**config.mk**
```make
export PLATFORM = sky130hd
export DESIGN_NAME = change_dispenser
export DESIGN_NICKNAME = d
export VERILOG_FILES = /design/src/rtl/change_dispenser.sv
export SDC_FILE = /design/constraint.sdc
export NUM_CORES = 1
export LEC_CHECK = 0
export BUFFER_PORTS_ARGS = -buffer_cell sky130_fd_sc_hd__buf_2
export CORE_MARGIN = 4
export CORE_UTILIZATION = 45
export CTS_CLUSTER_SIZE = 20
export DETAILED_ROUTE_END_ITERATION = 10
export GPL_ROUTABILITY_DRIVEN = 1
export PLACE_DENSITY = 0.66
export SETUP_SLACK_MARGIN = 0.2
export SLEW_MARGIN = 10
export SYNTH_ARGS = -nofsm -noshare
export SYNTH_HDL_FRONTEND = slang
export SYNTH_SLANG_ARGS = --single-unit
```
**constraint.sdc**
```tcl
create_clock -name clk -period 3 [get_ports clk]
set_clock_uncertainty 0.15 [all_clocks]
set_input_delay 0.6 -clock clk [delete_from_list [all_inputs] [get_ports clk]]
set_output_delay 0.6 -clock clk [all_outputs]
set_load 0.01 [all_outputs]
```
**src/rtl/change_dispenser.sv**
```systemverilog
// Greedy change payout: presents one coin at a time to the hopper over a
// valid/ack handshake, drawing from per-denomination inventory counters.
module change_dispenser #(
    parameter int AMT_W    = 8,
    parameter int CNT_W    = 4,
    parameter int INIT_CNT = 8,
    parameter int VAL1     = 5,
    parameter int VAL2     = 10,
    parameter int VAL3     = 25
) (
    input  logic             clk,
    input  logic             reset,
    input  logic             start,
    input  logic [AMT_W-1:0] change_amt,
    input  logic             coin_ack,
    input  logic             refill,
    input  logic [1:0]       refill_sel,
    input  logic [CNT_W-1:0] refill_cnt,
    output logic [1:0]       coin_out,
    output logic             coin_valid,
    output logic             busy,
    output logic             done,
    output logic             err,
    output logic [AMT_W-1:0] remaining,
    output logic [2:0]       low_inv
);
    typedef enum logic [1:0] {S_IDLE, S_SELECT, S_PRESENT, S_FINISH} state_t;

    localparam logic [CNT_W-1:0] CNT_MAX  = '1;
    localparam logic [CNT_W-1:0] CNT_INIT = CNT_W'(INIT_CNT);

    state_t           state_q, state_d;
    logic [1:0]       coin_out_q, coin_out_d;
    logic             coin_valid_q, coin_valid_d;
    logic             busy_q, busy_d;
    logic             done_q, done_d;
    logic             err_q, err_d;
    logic [AMT_W-1:0] remaining_q, remaining_d;
    logic [CNT_W-1:0] cnt_q [1:3];
    logic [CNT_W-1:0] cnt_d [1:3];
    logic [1:0]       pick;
    logic [CNT_W:0]   refill_sum;

    function automatic logic [AMT_W-1:0] coin_val(input logic [1:0] code);
        case (code)
            2'b01:   coin_val = AMT_W'(VAL1);
            2'b10:   coin_val = AMT_W'(VAL2);
            2'b11:   coin_val = AMT_W'(VAL3);
            default: coin_val = '0;
        endcase
    endfunction

    // Ascending scan so the highest eligible code wins.
    always_comb begin
        pick = 2'b00;
        for (int k = 1; k <= 3; k++) begin
            if (cnt_q[k] != '0 && coin_val(2'(k)) <= remaining_q) begin
                pick = 2'(k);
            end
        end
    end

    always_comb begin
        state_d      = state_q;
        coin_out_d   = coin_out_q;
        coin_valid_d = coin_valid_q;
        busy_d       = busy_q;
        done_d       = done_q;
        err_d        = err_q;
        remaining_d  = remaining_q;
        cnt_d        = cnt_q;
        refill_sum   = '0;
        case (state_q)
            S_IDLE: begin
                if (start) begin
                    remaining_d = change_amt;
                    busy_d      = 1'b1;
                    state_d     = S_SELECT;
                end
                for (int k = 1; k <= 3; k++) begin
                    if (refill && refill_sel == 2'(k)) begin
                        refill_sum = {1'b0, cnt_q[k]} + {1'b0, refill_cnt};
                        cnt_d[k]   = refill_sum[CNT_W] ? CNT_MAX : refill_sum[CNT_W-1:0];
                    end
                end
            end
            S_SELECT: begin
                if (remaining_q == '0) begin
                    done_d  = 1'b1;
                    err_d   = 1'b0;
                    state_d = S_FINISH;
                end else if (pick != 2'b00) begin
                    coin_out_d   = pick;
                    coin_valid_d = 1'b1;
                    state_d      = S_PRESENT;
                end else begin
                    done_d  = 1'b1;
                    err_d   = 1'b1;
                    state_d = S_FINISH;
                end
            end
            S_PRESENT: begin
                if (coin_valid_q && coin_ack) begin
                    remaining_d = remaining_q - coin_val(coin_out_q);
                    for (int k = 1; k <= 3; k++) begin
                        if (coin_out_q == 2'(k)) begin
                            cnt_d[k] = cnt_q[k] - 1'b1;
                        end
                    end
                    coin_valid_d = 1'b0;
                    coin_out_d   = 2'b00;
                    state_d      = S_SELECT;
                end
            end
            default: begin
                done_d  = 1'b0;
                err_d   = 1'b0;
                busy_d  = 1'b0;
                state_d = S_IDLE;
            end
        endcase
    end

    always_ff @(posedge clk) begin
        if (reset) begin
            state_q      <= S_IDLE;
            coin_out_q   <= 2'b00;
            coin_valid_q <= 1'b0;
            busy_q       <= 1'b0;
            done_q       <= 1'b0;
            err_q        <= 1'b0;
            remaining_q  <= '0;
            for (int k = 1; k <= 3; k++) begin
                cnt_q[k] <= CNT_INIT;
            end
        end else begin
            state_q      <= state_d;
            coin_out_q   <= coin_out_d;
            coin_valid_q <= coin_valid_d;
            busy_q       <= busy_d;
            done_q       <= done_d;
            err_q        <= err_d;
            remaining_q  <= remaining_d;
            cnt_q        <= cnt_d;
        end
    end

    generate
        for (genvar gi = 0; gi < 3; gi++) begin : g_low_inv
            assign low_inv[gi] = (cnt_q[gi+1] == '0);
        end
    endgenerate

    assign coin_out   = coin_out_q;
    assign coin_valid = coin_valid_q;
    assign busy       = busy_q;
    assign done       = done_q;
    assign err        = err_q;
    assign remaining  = remaining_q;
endmodule

```
==> impl_metrics.json, run 1 <==
{
  "worst_setup_path_start_kind": "register",
  "htree_levels": 1,
  "die_w_um": 79.4,
  "drv_slew": 0,
  "die_h_um": 79.4,
  "synthesis.nets": 329,
  "cp_data_required_time_ns": 3.05,
  "whs_ns": 0.360,
  "hold_path.class": "reg -> reg",
  "cpPeakStageDelay_ns": 0.51,
  "grt_max_degree": 26,
  "drcViolationCount": 0,
  "rows": 25,
  "status": "completed",
  "floorplan.initialDensity_pct": 47.6,
  "io_buffers": 35,
  "syn-cell-area_um2": 2290,
  "cts_buffers": 3,
  "wl_per_cell_um": 14.7,
  "drt_pass1_iterations": 4,
  "swShare_pct": 48.2,
  "clk_pin_slew_worst_paths_ns": 0.11,
  "place_ws_ns": 0.512,
  "syn_area_per_cell_um2": 8.18,
  "viasPerCell": 5.78,
  "setup_viol": 0,
  "p_per_area_nw_per_um2": 1110,
  "r2r_start": "coin_out[0]$_SDFFE_PP0P_",
  "cts_root_buf": "clkbuf_8",
  "crit_slowest_cell": "dfxtp_1",
  "grt_pass1_vias": 2073,
  "ir_worst_vdd_uv": 598,
  "clk_latency_ns": 0.29,
  "tightest_slew_ns": 0.492,
  "grt_first_pass_wirelength_mm": 9.70,
  "synth_seq_area_share_pct": 24.5,
  "timing.fmax_ghz": 0.392,
  "rr_worst_depth": 8,
  "cp_max_fo": 8,
  "path_class": "reg -> reg",
  "synth_flop_cell": "dfxtp_1",
  "die_area_um2": 6300,
  "end_kind": "register",
  "wl_mm": 5.49,
  "drive_above_1_share_pct": 16.9,
  "post-route-period-util_pct": 85.0,
  "drtIter0Drc": 150,
  "intPower_uw": 1480,
  "p_seq_share_pct": 25.8,
  "antenna_found_initial": 0,
  "crit_buf_inv": 1,
  "synth_seq_cells": 28,
  "synth-edff-count": 0,
  "combPwrFrac_pct": 63.4,
  "p_leak_uw": 0.00107,
  "drv_cap": 0,
  "holdPathEnd": "cnt_q[5]$_SDFFE_PP0P_",
  "postCtsResizedCells": 0,
  "reg2reg_slack_ns": 0.45,
  "crit_family": "adder cells",
  "worstPathArrival_ns": 2.60,
  "synthCells": 280,
  "area_delta_synth_final_pct": 12.2,
  "grt_setup_unrepaired": "false",
  "hold_violations": 0,
  "p_clk_share_pct": 10.8,
  "fin_tns_setup_ns": 0,
  "path_cells": "ha_1 > inv_1 > fa_1 > a21o_1 > a21oi_1 > nor2b_1 > or4_1 > a31oi_1",
  "slew-limit-headroom_pct": 66.9,
  "place_congestion": 0.858,
  "clock_sinks": 28,
  "cts_tree": "built",
  "track_usage_pct": 18.7,
  "postCtsSetupBuffers": 0,
  "clock_path_buffers": 2,
  "grt_overflow_total": 0,
  "antenna_cells": 0,
  "synth_cell_type_count": 49,
  "synthArstFlopShare_pct": 0,
  "io_pins": 36,
  "r2r-end": "remaining[6]$_SDFFE_PP0P_",
  "hold_path_depth": 2,
  "period_minus_slack_ns": 2.55,
  "drtAntennaViolNets": 0,
  "fin_ws_ns": 0.451,
  "p_sw_uw": 1370,
  "finalNetCount": 358,
  "ys_warn_count": 0,
  "min_from": "cnt_q[5]$_SDFFE_PP0P_",
  "cts_hold_buf": 0,
  "hpwlAfterDp_mm": 4.23,
  "core_area_um2": 4820,
  "vias": 2166
}
routing by layer:
layer / global-route usage, % / vias up / share of wire [%] / wire [µm]
met5: 0 / - / 0 / 0
li1: - / 1094 / - / -
met1: 26.9 / 1017 / 50 / 2720
met2: 29.9 / 53 / 45 / 2490
met3: 3.17 / 2 / 4.6 / 253
met4: 2.75 / 0 / 0.44 / 24
synthesized netlist by cell type, types with 2 or more instances:
library cell,instances,area share [%]
o21a_1,4,1.3
o211ai_1,3,0.98
ha_1,26,14
a32oi_1,5,1.9
a211oi_1,4,1.3
nand2b_1,3,0.82
mux2i_1,3,1.3
a21oi_1,22,4.8
nor3_1,12,2.6
nand2_1,20,3.3
a31oi_1,7,1.9
and3_1,6,1.6
inv_1,24,3.9
dfxtp_1,28,24
fa_1,4,3.5
clkbuf_1,10,1.6
a221o_1,4,1.7
xor2_1,4,1.5
o21ai_0,15,3.3
or2_2,3,0.82
xnor2_1,4,1.5
nand4_1,4,1.1
a21o_1,5,1.6
o311ai_0,3,1.1
o221a_2,4,2.0
nor2b_1,6,1.6
buf_6,2,0.98
nor2_1,9,1.5
nand3_1,11,2.4
a221oi_1,3,1.1
nor3b_1,4,1.3
through the flow:
| stage | cell area, µm² | total power [µW] | utilization (%) | instances |
|---|---|---|---|---|
| global placement | 2500 | 2530 | 51.9 | 371 |
| floorplan | 2290 | 2130 | - | 280 |
| detailed placement | 2500 | 2540 | 51.9 | 371 |
| CTS | 2570 | 2850 | 53.4 | 375 |
| global route | 2570 | 3170 | 53.4 | 375 |
| finish | 2570 | 2850 | 53.4 | 375 |
flip-flops by register name (all words and copies together), names as in the netlist:
name	flops
busy	1
cnt_q	12
coin_out	2
coin_valid	1
done	1
err	1
remaining	8
state_q	2
how the worst max path moves through the flow:
stage / to / depth (start not counted) / startpoint / slack (ns)
6_report: remaining[6]$_SDFFE_PP0P_ / 8 / coin_out[0]$_SDFFE_PP0P_ / 0.45
5_1_grt: remaining[6]$_SDFFE_PP0P_ / 8 / coin_out[0]$_SDFFE_PP0P_ / 0.31
4_1_cts: remaining[6]$_SDFFE_PP0P_ / 8 / coin_out[0]$_SDFFE_PP0P_ / 0.44
3_5_place_dp: remaining[6]$_SDFFE_PP0P_ / 8 / coin_out[0]$_SDFFE_PP0P_ / 0.51
3_3_place_gp: remaining[6]$_SDFFE_PP0P_ / 8 / coin_out[0]$_SDFFE_PP0P_ / 0.54
2_1_floorplan: remaining[6]$_SDFFE_PP0P_ / 9 / coin_out[0]$_SDFFE_PP0P_ / 0.62
cells in the final DEF (no fill, tap or decap), types with 4 or more instances in the layout:
| cell type | synthesis | routed |
|---|---|---|
| buf_2 | 1 | 35 |
| dfxtp_1 | 28 | 28 |
| ha_1 | 26 | 26 |
| inv_1 | 24 | 24 |
| a21oi_1 | 22 | 22 |
| nand2_1 | 20 | 20 |
| o21ai_0 | 15 | 15 |
| nor3_1 | 12 | 12 |
| nand3_1 | 11 | 11 |
| nor2_1 | 9 | 9 |
| a31oi_1 | 7 | 7 |
| nor2b_1 | 6 | 6 |
| and3_1 | 6 | 6 |
| a21o_1 | 5 | 5 |
| a32oi_1 | 5 | 5 |
| nor3b_1 | 4 | 4 |
| o21a_1 | 4 | 4 |
| nand4_1 | 4 | 4 |
| a211oi_1 | 4 | 4 |
| xnor2_1 | 4 | 4 |
| xor2_1 | 4 | 4 |
| o221a_2 | 4 | 4 |
| a221o_1 | 4 | 4 |
| fa_1 | 4 | 4 |
final cells by class:
cell class | instances | area [µm²]
fill | 475 | 2250
clock buffer | 3 | 41.3
timing repair buffer | 37 | 190
multi-input combinational | 214 | 1570
inverter | 25 | 93.8
sequential | 28 | 561
clock inverter | 1 | 30.0
tap | 67 | 83.8
cells by family after synthesis:
| logic type | synth area share [%] |
|---|---|
| AO/OA/AOI/OAI | 26.8 |
| AND/OR/NAND/NOR | 19.8 |
| buffers and inverters | 6.94 |
| adder cells (fa/ha/maj) | 17.7 |
| flip-flops | 24.5 |
| XOR/XNOR | 3.06 |
| multiplexers | 1.31 |
power groups by stage:
stage	clock (µW)	sequential, µW	combinational, µW
after detailed placement	0	743	1800
after floorplan	0	725	1410
after global routing	326	769	2070
after CTS	314	734	1810
after global placement	0	745	1790
final	308	736	1810
tightest hold or removal path: stages, from the launching register on:
cell and delay (ns):
dfxtp_1 0.36, nand2_1 0.07, a21oi_1 0.05
No activity file was read; power rests on OpenSTA's default activity.
==> run 2, diff against run 1 <==
- ABC_AREA: not set -> 1
- PLACE_DENSITY: 0.66 -> 0.68
- clock period: 3 -> 2.2 ns (I/O delays scaled with it)
==> impl_metrics.json, run 2 <==
{
  "htree_levels": 1,
  "grt_overflow_total": 0,
  "slew-limit-headroom_pct": 72.9,
  "tightest_slew_ns": 0.406,
  "synth_seq_area_share_pct": 23.4,
  "rr_worst_depth": 11,
  "ys_warn_count": 0,
  "reg2reg_slack_ns": 0.32,
  "worst_setup_path_start_kind": "register",
  "timing.fmax_ghz": 0.518,
  "r2r_start": "coin_out[1]$_SDFFE_PP0P_",
  "io_pins": 36,
  "fin_util_pct": 54.1,
  "holdPathEnd": "remaining[1]$_SDFFE_PP0P_",
  "p_leak_uw": 0.00129,
  "drtIter0Drc": 115,
  "fillCellCount": 546,
  "fin_tns_setup_ns": 0,
  "synthCells": 336,
  "area_delta_synth_final_pct": 16.2,
  "end_kind": "output port",
  "antenna_cells": 0,
  "synth-edff-count": 0,
  "status": "completed",
  "synth_flop_cell": "dfxtp_1",
  "regMostFlops": "cnt_q",
  "drt_pass1_iterations": 4,
  "synth_top_area_share_pct": 23.4,
  "wl_per_cell_um": 12.8,
  "yosysMostFrequentCell": "nand2_1",
  "syn_area_per_cell_um2": 7.13,
  "hold_path.class": "in -> reg",
  "grt_max_degree": 18,
  "period_minus_slack_ns": 1.93,
  "hpwlAfterDp_mm": 4.49,
  "finalNetCount": 423,
  "clock_sinks": 28,
  "synth_area_leaders": "dfxtp_1 23%, ha_1 14%, nand2_1 9.6%",
  "floorplan.initialDensity_pct": 46.6,
  "hold_violations": 0,
  "antenna_found_initial": 0,
  "place_congestion": 0.835,
  "io_buffers": 35,
  "largest_reg_flops": 12,
  "p_per_area_nw_per_um2": 1540,
  "synthTopCellsByCount": "61 x nand2_1, 43 x inv_1, 37 x a21oi_1",
  "fin_ws_ns": 0.269,
  "hold_path_depth": 3,
  "place_ws_ns": 0.0274,
  "track_usage_pct": 17.8,
  "final_cell_mix": "60 x nand2_1, 42 x inv_1, 36 x a21oi_1",
  "drive_above_1_share_pct": 24.9,
  "min_from": "change_amt[1]",
  "die_w_um": 81.0,
  "clk_latency_ns": 0.28,
  "synth_seq_cells": 28,
  "drv_slew": 0,
  "synth_largest_area_cell": "dfxtp_1",
  "grt_pass1_vias": 2089,
  "cts_hold_buf": 0,
  "cts_buffers": 3,
  "synthesis.nets": 385,
  "drv_cap": 0,
  "drtAntennaViolNets": 0,
  "core_area_um2": 5140,
  "cp_data_required_time_ns": 1.61,
  "synthArstFlopShare_pct": 0,
  "path_class": "reg -> out",
  "cts_root_buf": "clkbuf_8",
  "die_area_um2": 6550,
  "worstPathArrival_ns": 1.34,
  "clk_pin_slew_worst_paths_ns": 0.10,
  "rows": 26,
  "drcViolationCount": 0,
  "cts_tree": "built",
  "wl_mm": 5.69,
  "clock_path_buffers": 2,
  "post-route-period-util_pct": 87.8,
  "viasPerCell": 5.14,
  "die_h_um": 81.0,
  "grt_setup_unrepaired": "true",
  "syn-cell-area_um2": 2390,
  "synth_cell_type_count": 38,
  "cp_max_fo": 4,
  "r2r-end": "remaining[6]$_SDFFE_PP0P_",
  "grt_first_pass_wirelength_mm": 9.39,
  "layout_commonest_cell": "nand2_1",
  "vias": 2275,
  "ir_worst_vdd_uv": 752,
  "whs_ns": 0.266,
  "setup_viol": 0
}
run 2: cell count changes in the layout (fill, tap and decap cells not counted), sizes merged, moves of 6 or more:
cell and change:
nand2 +47, inv +26, a21oi +18, nand3 +9, nor3 -9, o21ai +9, nor2 +8, a31oi -6
and3 -6, buf +6, nor2b -6
run 2: critical path, cell delays in order (launching register included):
cell	delay [ns]
dfxtp_1	0.41
inv_1	0.10
ha_1	0.20
nand3_1	0.15
inv_1	0.05
buf_2	0.13
run 2: layer usage:
| metal | GRT usage (%) | vias to the layer above | part of all wire (%) |
|---|---|---|---|
| met4 | 4.90 | 0 | 1.5 |
| met5 | 0 | - | 0 |
| li1 | - | 1202 | - |
| met1 | 24.8 | 1024 | 51 |
| met3 | 1.77 | 8 | 3.4 |
| met2 | 29.1 | 41 | 44 |
run 2: where the power goes:
group	total, µW	internal [µW]	switching [µW]
registers	950	718	233
logic	2910	1160	1750
clock network	422	244	178
run 2: worst max path at each step:
stage	start	cells past startpoint	end
floorplan	coin_out[1]$_SDFFE_PP0P_	11	remaining[6]$_SDFFE_PP0P_
global placement	refill_cnt[0]	10	cnt_q[2]$_SDFFE_PP0P_
finish	cnt_q[4]$_SDFFE_PP0P_	5	low_inv[1]
CTS	coin_out[1]$_SDFFE_PP0P_	11	remaining[6]$_SDFFE_PP0P_
global route	coin_out[1]$_SDFFE_PP0P_	10	remaining[7]$_SDFFE_PP0P_
detailed placement	refill_cnt[0]	10	cnt_q[2]$_SDFFE_PP0P_
run 2: final cells by class:
type | count | area [µm²] | area share [%]
clock inverters | 1 | 30.0 | 1.08
clock buffers | 3 | 41.3 | 1.48
repair buffers | 43 | 235 | 8.45
multi-input cells | 248 | 1630 | 58.7
inverters | 50 | 188 | 6.74
flip-flops and latches | 28 | 568 | 20.4
well taps | 70 | 87.6 | 3.15
run 2: stage by stage:
step | std cells | total power [µW] | cell area, µm²
after floorplan | 336 | 3120 | 2390
after global placement | 435 | 3700 | 2640
after detailed placement | 435 | 3740 | 2640
after CTS | 439 | 4180 | 2710
after global routing | 443 | 4750 | 2780
final | 443 | 4280 | 2780
run 2: repair_timing:
| action | CTS | global route |
|---|---|---|
| pin swaps | 0 | 4 |
| endpoints found under the hold margin | 0 | 0 |
| gates resized for setup | 2 | 14 |
| setup endpoints to repair | 3 | 18 |
| setup buffers | 0 | 4 |
run 2: cells by family after synthesis:
family	synth area share [%]
AND/OR/NAND/NOR	23.4
adder cells (fa/ha/maj)	16.9
flip-flops	23.4
buffers and inverters	10.0
AO/OA/AOI/OAI	22.3
XOR/XNOR	4.02
==> run 3, diff against run 2 <==
- clock period: 2.2 -> 1.6 ns (I/O delays scaled with it)
==> impl_metrics.json, run 3 (synthesis results as in run 2) <==
{
  "violations": "setup timing",
  "fin_ws_ns": -0.246,
  "final_cell_mix": "63 x buf_4, 50 x nand2_1, 32 x buf_2",
  "io_buffers": 35,
  "path_cells": "inv_2 > buf_4 > nand2_4 > ha_4 > buf_4 > nand3_2 > nand2_2 > nand2_2 > nand3_2 > nand2_1 > nand3_1 > o211ai_1 > a21oi_1",
  "end_kind": "register",
  "drtIter0Drc": 118,
  "timing.fmax_ghz": 0.542,
  "grt_max_degree": 17,
  "path_class": "reg -> reg",
  "core_area_um2": 5140,
  "drtAntennaViolNets": 0,
  "antenna_found_initial": 0,
  "drv_slew": 0,
  "worst_setup_path_start_kind": "register",
  "fin_total_pwr_uw": 8350,
  "hpwlAfterDp_mm": 5.16,
  "vias": 2639,
  "place_congestion": 0.876,
  "hold_path.class": "in -> reg",
  "worstPathArrival_ns": 1.92,
  "fin_util_pct": 73.2,
  "post-route-period-util_pct": 115,
  "cpPeakStageDelay_ns": 0.37,
  "die_w_um": 81.0,
  "area_delta_synth_final_pct": 57.1,
  "antenna_cells": 0,
  "drt_pass1_iterations": 4,
  "viasPerCell": 5.18,
  "die_h_um": 81.0,
  "cts_root_buf": "clkbuf_8",
  "tightest_slew_ns": 0.492,
  "drv_cap": 0,
  "clk_latency_ns": 0.28,
  "grt_first_pass_wirelength_mm": 12.1,
  "floorplan.initialDensity_pct": 46.6,
  "p_per_area_nw_per_um2": 2220,
  "rows": 26,
  "cts_buffers": 3,
  "design_area_um2": 3760,
  "die_area_um2": 6550,
  "place_area_um2": 3230,
  "regMostFlops": "cnt_q",
  "clk_pin_slew_worst_paths_ns": 0.10,
  "drive_above_1_share_pct": 53.8,
  "grt_overflow_total": 0,
  "clock_path_buffers": 2,
  "layout_commonest_cell": "buf_4",
  "hold_violations": 0,
  "clock_sinks": 28,
  "grt_pass1_vias": 2647,
  "cp_data_required_time_ns": 1.67,
  "cts_tree": "built",
  "p_leak_uw": 0.00169,
  "htree_levels": 1,
  "drcViolationCount": 0,
  "setup_viol": 25,
  "track_usage_pct": 23.5,
  "cts_hold_buf": 0,
  "wl_mm": 7.38,
  "crit_slowest_cell": "dfxtp_4",
  "grt_setup_unrepaired": "true",
  "finalNetCount": 489,
  "status": "finished, violations left",
  "largest_reg_flops": 12,
  "wl_per_cell_um": 14.5,
  "cp_max_fo": 4,
  "ir_worst_vdd_uv": 1400,
  "slew-limit-headroom_pct": 67.2,
  "io_pins": 36,
  "period_minus_slack_ns": 1.85,
  "crit_buf_inv": 3,
  "crit_family": "simple AND/OR/NAND/NOR gates"
}
run 3: changes by cell type in the layout (fill, tap and decap cells not counted), sizes merged:
cell,before,now
clkinv,0,1
bufbuf,0,1
buf,43,108
bufinv,1,0
run 3: final cells by class:
type,count,area (µm²)
well taps,70,87.6
fillers,419,1380
repair buffers,109,825
multi-input cells,248,2000
inverters,50,210
clock buffers,3,41.3
flip-flops and latches,28,594
clock inverters,1,3.75
run 3: path summary, 6_finish.rpt:
check / startpoint / to / slack, ns / cells after the start
setup / recovery: coin_out[1]$_SDFFE_PP0P_ / remaining[6]$_SDFFE_PP0P_ / -0.25 / 13
hold / removal: change_amt[1] / remaining[1]$_SDFFE_PP0P_ / 0.14 / 3
setup reg to reg: coin_out[1]$_SDFFE_PP0P_ / remaining[6]$_SDFFE_PP0P_ / -0.25 / 13
hold reg to reg: done$_SDFFE_PP0P_ / done$_SDFFE_PP0P_ / 0.32 / 2
run 3: timing repair:
item / in CTS / in global routing
setup buffers: 8 / 8
resized for setup: 64 / 29
setup endpoints to repair: 30 / 33
pin swaps: 30 / 14
gates cloned: 1 / 0
hold endpoints to repair: 0 / 0
run 3: tightest hold or removal path, cell delays in order:
cell,delay (ns)
buf_2,0.10
nand2_1,0.05
a31oi_1,0.07
run 3: report_power, final:
group / switching (µW) / internal [µW] / leakage [µW]
Sequential: 313 / 1030 / 0.000238
Clock: 243 / 173 / 0.0000231
Combinational: 3440 / 3160 / 0.00143
run 3: routing by layer:
layer / vias up / wire (µm) / track usage, %
met2: 55 / 3740 / 42.9
met5: - / 0 / 0
met3: 14 / 242 / 4.10
met1: 1225 / 3270 / 29.1
met4: 0 / 125 / 4.39
li1: 1345 / - / -
run 3: per-stage QoR:
step	setup WS, ns	instances	hold WS (ns)	setup TNS, ns
finish	-0.246	509	0.143	-3.26
global placement	-0.309	488	0.298	-3.37
CTS	-0.216	501	0.135	-2.59
floorplan	-0.204	336	0.320	-0.500
global route	-0.354	509	0.132	-5.69
detailed placement	-0.350	488	0.303	-4.07
